--- src/rtl/jtdsp16_pkg.sv ---
// Shared types and widths for the DSP16 loop cache.
package jtdsp16_pkg;

  localparam int unsigned CACHE_DEPTH_DEF = 15;
  localparam int unsigned NI_W            = 4;
  localparam int unsigned K_W             = 7;
  localparam int unsigned INS_W           = 16;

  typedef enum logic [1:0] {
    StIdle,
    StLoad,
    StReplay
  } cache_st_e;

endpackage

--- src/rtl/jtdsp16_cache_mem.sv ---
// Loop body storage: one synchronous write port, one asynchronous read port, no reset.
module jtdsp16_cache_mem
  import jtdsp16_pkg::*;
#(
  parameter int unsigned DEPTH = CACHE_DEPTH_DEF
) (
  input  logic             clk,
  input  logic             i_we,
  input  logic [NI_W-1:0]  i_waddr,
  input  logic [INS_W-1:0] i_wdata,
  input  logic [NI_W-1:0]  i_raddr,
  output logic [INS_W-1:0] o_rdata
);

  logic [INS_W-1:0] r_mem [DEPTH];

  always_ff @(posedge clk) begin
    if (i_we) r_mem[i_waddr] <= i_wdata;
  end

  assign o_rdata = r_mem[i_raddr];

endmodule

--- src/rtl/jtdsp16_cache_ctrl.sv ---
// Hardware loop cache for "do K {N}": captures N words from ROM, then replays them K-1 times.
// Optional macro JTDSP16_CACHE_REDO_EN enables "redo K" replay of the last captured body.
module jtdsp16_cache_ctrl
  import jtdsp16_pkg::*;
#(
  parameter int unsigned CACHE_DEPTH = CACHE_DEPTH_DEF
) (
  input  logic             rst,
  input  logic             clk,
  input  logic             cen,
  input  logic             ins_adv,
  input  logic             do_start,
  input  logic             redo_start,
  input  logic [NI_W-1:0]  ni,
  input  logic [K_W-1:0]   k,
  input  logic [INS_W-1:0] rom_dout,
  output logic [INS_W-1:0] cache_dout,
  output logic             up_xcache,
  output logic             pc_halt,
  output logic             irq_mask,
  output logic             loop_done
);

  localparam logic [NI_W-1:0] DepthN = NI_W'(CACHE_DEPTH);

  cache_st_e        r_state, w_state_nxt;
  logic [NI_W-1:0]  r_n, w_n_nxt;
  logic [NI_W-1:0]  r_idx, w_idx_nxt;
  logic [K_W-1:0]   r_k, w_k_nxt;
  logic [K_W-1:0]   r_rem, w_rem_nxt;
  logic             r_done, w_done_nxt;
  logic             w_we;
  logic             w_last;
  logic [NI_W-1:0]  w_ni_clamp;
  logic [INS_W-1:0] w_rdata;

`ifdef JTDSP16_CACHE_REDO_EN
  logic r_loaded, w_loaded_nxt;
`else
  logic w_unused;
  assign w_unused = redo_start;
`endif

  assign w_ni_clamp = (ni > DepthN) ? DepthN : ni;
  assign w_last     = (r_idx == r_n - 1'b1);

  always_ff @(posedge clk or posedge rst) begin
    if (rst) begin
      r_state  <= StIdle;
      r_n      <= '0;
      r_idx    <= '0;
      r_k      <= '0;
      r_rem    <= '0;
      r_done   <= 1'b0;
`ifdef JTDSP16_CACHE_REDO_EN
      r_loaded <= 1'b0;
`endif
    end else if (cen) begin
      r_state  <= w_state_nxt;
      r_n      <= w_n_nxt;
      r_idx    <= w_idx_nxt;
      r_k      <= w_k_nxt;
      r_rem    <= w_rem_nxt;
      r_done   <= w_done_nxt;
`ifdef JTDSP16_CACHE_REDO_EN
      r_loaded <= w_loaded_nxt;
`endif
    end
  end

  always_comb begin
    w_state_nxt  = r_state;
    w_n_nxt      = r_n;
    w_idx_nxt    = r_idx;
    w_k_nxt      = r_k;
    w_rem_nxt    = r_rem;
    w_done_nxt   = 1'b0;
    w_we         = 1'b0;
`ifdef JTDSP16_CACHE_REDO_EN
    w_loaded_nxt = r_loaded;
`endif
    unique case (r_state)
      StIdle: begin
        // The do word itself is accepted here and is never captured.
        if (do_start && ni != '0) begin
          w_state_nxt  = StLoad;
          w_n_nxt      = w_ni_clamp;
          w_k_nxt      = k;
          w_idx_nxt    = '0;
`ifdef JTDSP16_CACHE_REDO_EN
          w_loaded_nxt = 1'b0;
`endif
        end
`ifdef JTDSP16_CACHE_REDO_EN
        else if (redo_start && r_loaded) begin
          w_state_nxt = StReplay;
          w_idx_nxt   = '0;
          w_rem_nxt   = (k == '0) ? K_W'(1) : k;
        end
`endif
      end
      StLoad: begin
        if (ins_adv) begin
          w_we      = 1'b1;
          w_idx_nxt = r_idx + 1'b1;
          if (w_last) begin
            w_idx_nxt    = '0;
`ifdef JTDSP16_CACHE_REDO_EN
            w_loaded_nxt = 1'b1;
`endif
            if (r_k <= K_W'(1)) begin
              w_state_nxt = StIdle;
              w_done_nxt  = 1'b1;
            end else begin
              w_state_nxt = StReplay;
              w_rem_nxt   = r_k - 1'b1;
            end
          end
        end
      end
      StReplay: begin
        if (ins_adv) begin
          w_idx_nxt = r_idx + 1'b1;
          if (w_last) begin
            w_idx_nxt = '0;
            if (r_rem <= K_W'(1)) begin
              w_state_nxt = StIdle;
              w_done_nxt  = 1'b1;
            end else begin
              w_rem_nxt = r_rem - 1'b1;
            end
          end
        end
      end
      default: w_state_nxt = StIdle;
    endcase
  end

  jtdsp16_cache_mem #(
    .DEPTH (CACHE_DEPTH)
  ) u_mem (
    .clk     (clk),
    .i_we    (w_we & cen),
    .i_waddr (r_idx),
    .i_wdata (rom_dout),
    .i_raddr (r_idx),
    .o_rdata (w_rdata)
  );

  assign up_xcache  = (r_state == StReplay);
  assign pc_halt    = (r_state == StReplay);
  assign irq_mask   = (r_state != StIdle);
  assign cache_dout = up_xcache ? w_rdata : '0;
  assign loop_done  = r_done;

endmodule
--- config.mk ---
export PLATFORM = sky130hd
export DESIGN_NAME = jtdsp16_cache_ctrl
export DESIGN_NICKNAME = d
export VERILOG_FILES = /design/src/rtl/jtdsp16_pkg.sv /design/src/rtl/jtdsp16_cache_mem.sv /design/src/rtl/jtdsp16_cache_ctrl.sv
export SDC_FILE = /design/constraint.sdc
export NUM_CORES = 1
export LEC_CHECK = 0
export BUFFER_PORTS_ARGS = -buffer_cell sky130_fd_sc_hd__clkbuf_2
export CORE_UTILIZATION = 40
export DETAILED_ROUTE_END_ITERATION = 7
export GPL_ROUTABILITY_DRIVEN = 0
export GPL_TIMING_DRIVEN = 0
export PLACE_DENSITY = 0.61
export SYNTH_ARGS = -nofsm -noshare
export SYNTH_HDL_FRONTEND = slang
export SYNTH_SLANG_ARGS = --single-unit
--- constraint.sdc ---
create_clock -name clk -period 3.14 [get_ports clk]
set_clock_uncertainty 0.1 [all_clocks]
set_input_delay 0.471 -clock clk [delete_from_list [all_inputs] [get_ports clk]]
set_output_delay 0.471 -clock clk [all_outputs]
set_load 0.05 [all_outputs]
==> impl_metrics.json <==
{
  "status": "complete, but fails checks",
  "violations": "negative setup slack",
  "syn-num-nets": 647,
  "required_ps": 2570,
  "seqCellArea_sq_mm": 0.00784,
  "wl_met3_um": 1730,
  "hold_viol_final": 0,
  "multi_input_area_sq_mm": 0.00295,
  "rsz0062_at_grt": "yes",
  "routedWlPerCell_um": 23.3,
  "hp-class": "primary input to flop",
  "ys.flop_type": "edfxtp_1",
  "firstDrtPassIters": 6,
  "synthesis.area_sq_mm": 0.0109,
  "synth_top_area_share_pct": 65.9,
  "drc_errors": 0,
  "r2r_slack_ps": 260,
  "crit_type": "flop to primary output",
  "start_kind": "flop",
  "min_period_ps": 3230,
  "grt_pass1_wl_um": 37700,
  "die_w_um": 167,
  "holdWs_ps": 37.1,
  "ir_drop_mv": 0.406,
  "crit_start": "r_idx[0]",
  "regToRegStartpoint": "r_idx[1]",
  "path_clk_slew_ps": 60,
  "cts_tree": "done",
  "max-slew-margin-rel_pct": 32.6,
  "place_inst": 1013,
  "core_sq_mm": 0.0269,
  "p_leak_uw": 0.00458,
  "synth_warnings": 0,
  "dieArea_sq_mm": 0.0280,
  "cts_buffers": 27,
  "n_antenna_cell": 0,
  "dp_hpwl_um": 16200,
  "io_pins": 53,
  "top_layer": "met4",
  "worstPathCellList": "buf_6 > clkbuf_16 > mux4_2 > mux4_2 > and2_4 > clkbuf_16",
  "drt-vias-per-instance": 5.64,
  "avgSynthCellArea_sq_um": 18.2,
  "crit_arrival_ps": 2660,
  "final_cells": 1074,
  "worst_path_max_delay_cell": "mux4_2",
  "port_buffers": 51,
  "yosysUniqueCellTypes": 46,
  "num_rows": 60,
  "clk_latency_ps": 540,
  "vias": 6061,
  "start_util_pct": 40.7,
  "endpoint": "cache_dout[13]",
  "ys_top_cells_by_count": "edfxtp_1 (240), mux4_2 (59), nand2_1 (43)",
  "synth_seq_area_share_pct": 71.6,
  "max_freq_mhz": 310,
  "synth.most_common_cell": "edfxtp_1",
  "fillers": 2181,
  "drt-initial-drc-count": 516,
  "synth_cells": 602,
  "slew_violations": 0,
  "clock_sinks": 265,
  "worst_slack_ps": -90.3,
  "worstRegToRegCells": 8,
  "grt_max_degree": 26,
  "ant_nets": 0,
  "grt_pass1_vias": 6250,
  "root_buffer": "clkbuf_16",
  "grtUsageTotal_pct": 18.2,
  "drv_cap": 0,
  "wirelength_um": 25000,
  "power.density_mw_per_mm2": 839,
  "fin_setup_tns_ps": -715,
  "ys_ff_latch": 265,
  "setup_viol": 16,
  "die_y_um": 167,
  "dp_worst_setup_slack_ps": -389,
  "synth_edf_count": 240,
  "nets": 758,
  "wl_met1_um": 10600,
  "drive_above_1_share_pct": 33.6,
  "synth_area_leader_cell": "edfxtp_1",
  "power.total_uw": 11200,
  "area_delta_synth_final_pct": 22.4,
  "crit_fanout": 5,
  "grt_antenna_before_repair": 0,
  "slowest_delay_ps": 520,
  "synth.top_cells.by_area": "edfxtp_1 (66%), mux4_2 (12%), dfrtp_1 (5.7%)",
  "wl_met2_um": 12200,
  "grt_overflow_total": 0,
  "endpoint_kind": "primary output",
  "cts.path.max_buffers": 3,
  "htree_levels": 1,
  "fin_crit_sh_pct": 103,
  "r2r-end": "u_mem.r_mem[13][1]",
  "ys_async_sr_fraction_pct": 9.43,
  "tightest_slew_ps": 1010
}
==> routing by layer <==
metal	up-vias	global-route usage [%]
met5	-	0
met4	0	4.55
met3	43	2.72
met2	237	30.2
met1	3162	25.2
li1	2619	-
==> worst max-delay path, delay by kind of cell (launching register included) <==
family	cells	cell delay, ps
buffers and inverters	3	530
multiplexers	2	980
flip-flops	1	430
AND/OR/NAND/NOR	1	180
==> sequential cells by signal, summed over array words and instances, names as in the netlist <==
signal	flops
loop_done	1
r_idx	4
u_mem.r_mem	240
r_n	4
r_state	2
r_k	7
r_rem	7
==> layout by cell type (no fill, tap or decap), types with 8 or more instances in the layout <==
cell       netlist  final
buf_6            2     21
buf_8            0     11
clkbuf_1        19     10
clkbuf_16        0     32
clkbuf_2         0     40
dfrtp_1         25     23
edfxtp_1       240    240
ha_1            12     12
inv_1           18     18
mux2_2          12     11
mux2i_1         25     24
mux4_2          59     59
nand2_1         43     43
nor2_2           0     11
nor3_1          12      8
o21ai_0         29     28
==> cell families (layout without fill, tap and decap cells) <==
logic type	Yosys count	count (layout)	synth area share, %
mux	96	96	15.7
buf+inv	51	182	2.16
fa+ha+maj	12	12	1.37
compound gates	60	60	3.59
simple gates	108	108	4.66
xor+xnor	10	10	0.927
flops	265	265	71.6
==> power breakdown <==
| part | internal (uW) | leakage, uW | switching [uW] |
|---|---|---|---|
| Sequential | 4050 | 0.00246 | 173 |
| Clock | 1910 | 0.000436 | 1320 |
| Combinational | 1800 | 0.00168 | 1970 |
| Total | 7760 | 0.00458 | 3470 |
==> repair_timing <==
item                       CTS  global route
hold buffers                 0             0
gates resized for setup     65            41
setup endpoints to repair  144            26
gates cloned                 1             4
setup buffers                4             4
==> worst min path at each step <==
stage,from,end,slack [ps],cells after the start
final,k[6],r_k[6],40,3
after global routing,k[0],r_k[0],40,3
after CTS,k[6],r_k[6],20,3
after detailed placement,loop_done,loop_done,400,2
after global placement,loop_done,loop_done,380,2
after floorplan,rst,loop_done,400,1
==> through the flow <==
stage / utilization (%) / cell area [sq um]
5_1_grt: 49.8 / 13400
2_1_floorplan: - / 10900
6_report: 49.8 / 13400
3_3_place_gp: 43.2 / 11600
4_1_cts: 49.0 / 13200
3_5_place_dp: 44.5 / 12000
==> final cells by class <==
| class | count | share of cell area (%) |
|---|---|---|
| Buffer | 32 | 2.38 |
| Tap cell | 341 | 3.19 |
| Sequential cell | 265 | 58.5 |
| Multi-Input combinational cell | 286 | 22.1 |
| Clock buffer | 29 | 5.10 |
| Timing Repair Buffer | 83 | 6.65 |
| Clock inverter | 20 | 1.59 |
| Inverter | 18 | 0.505 |
No activity file was read; power rests on OpenSTA's default activity.
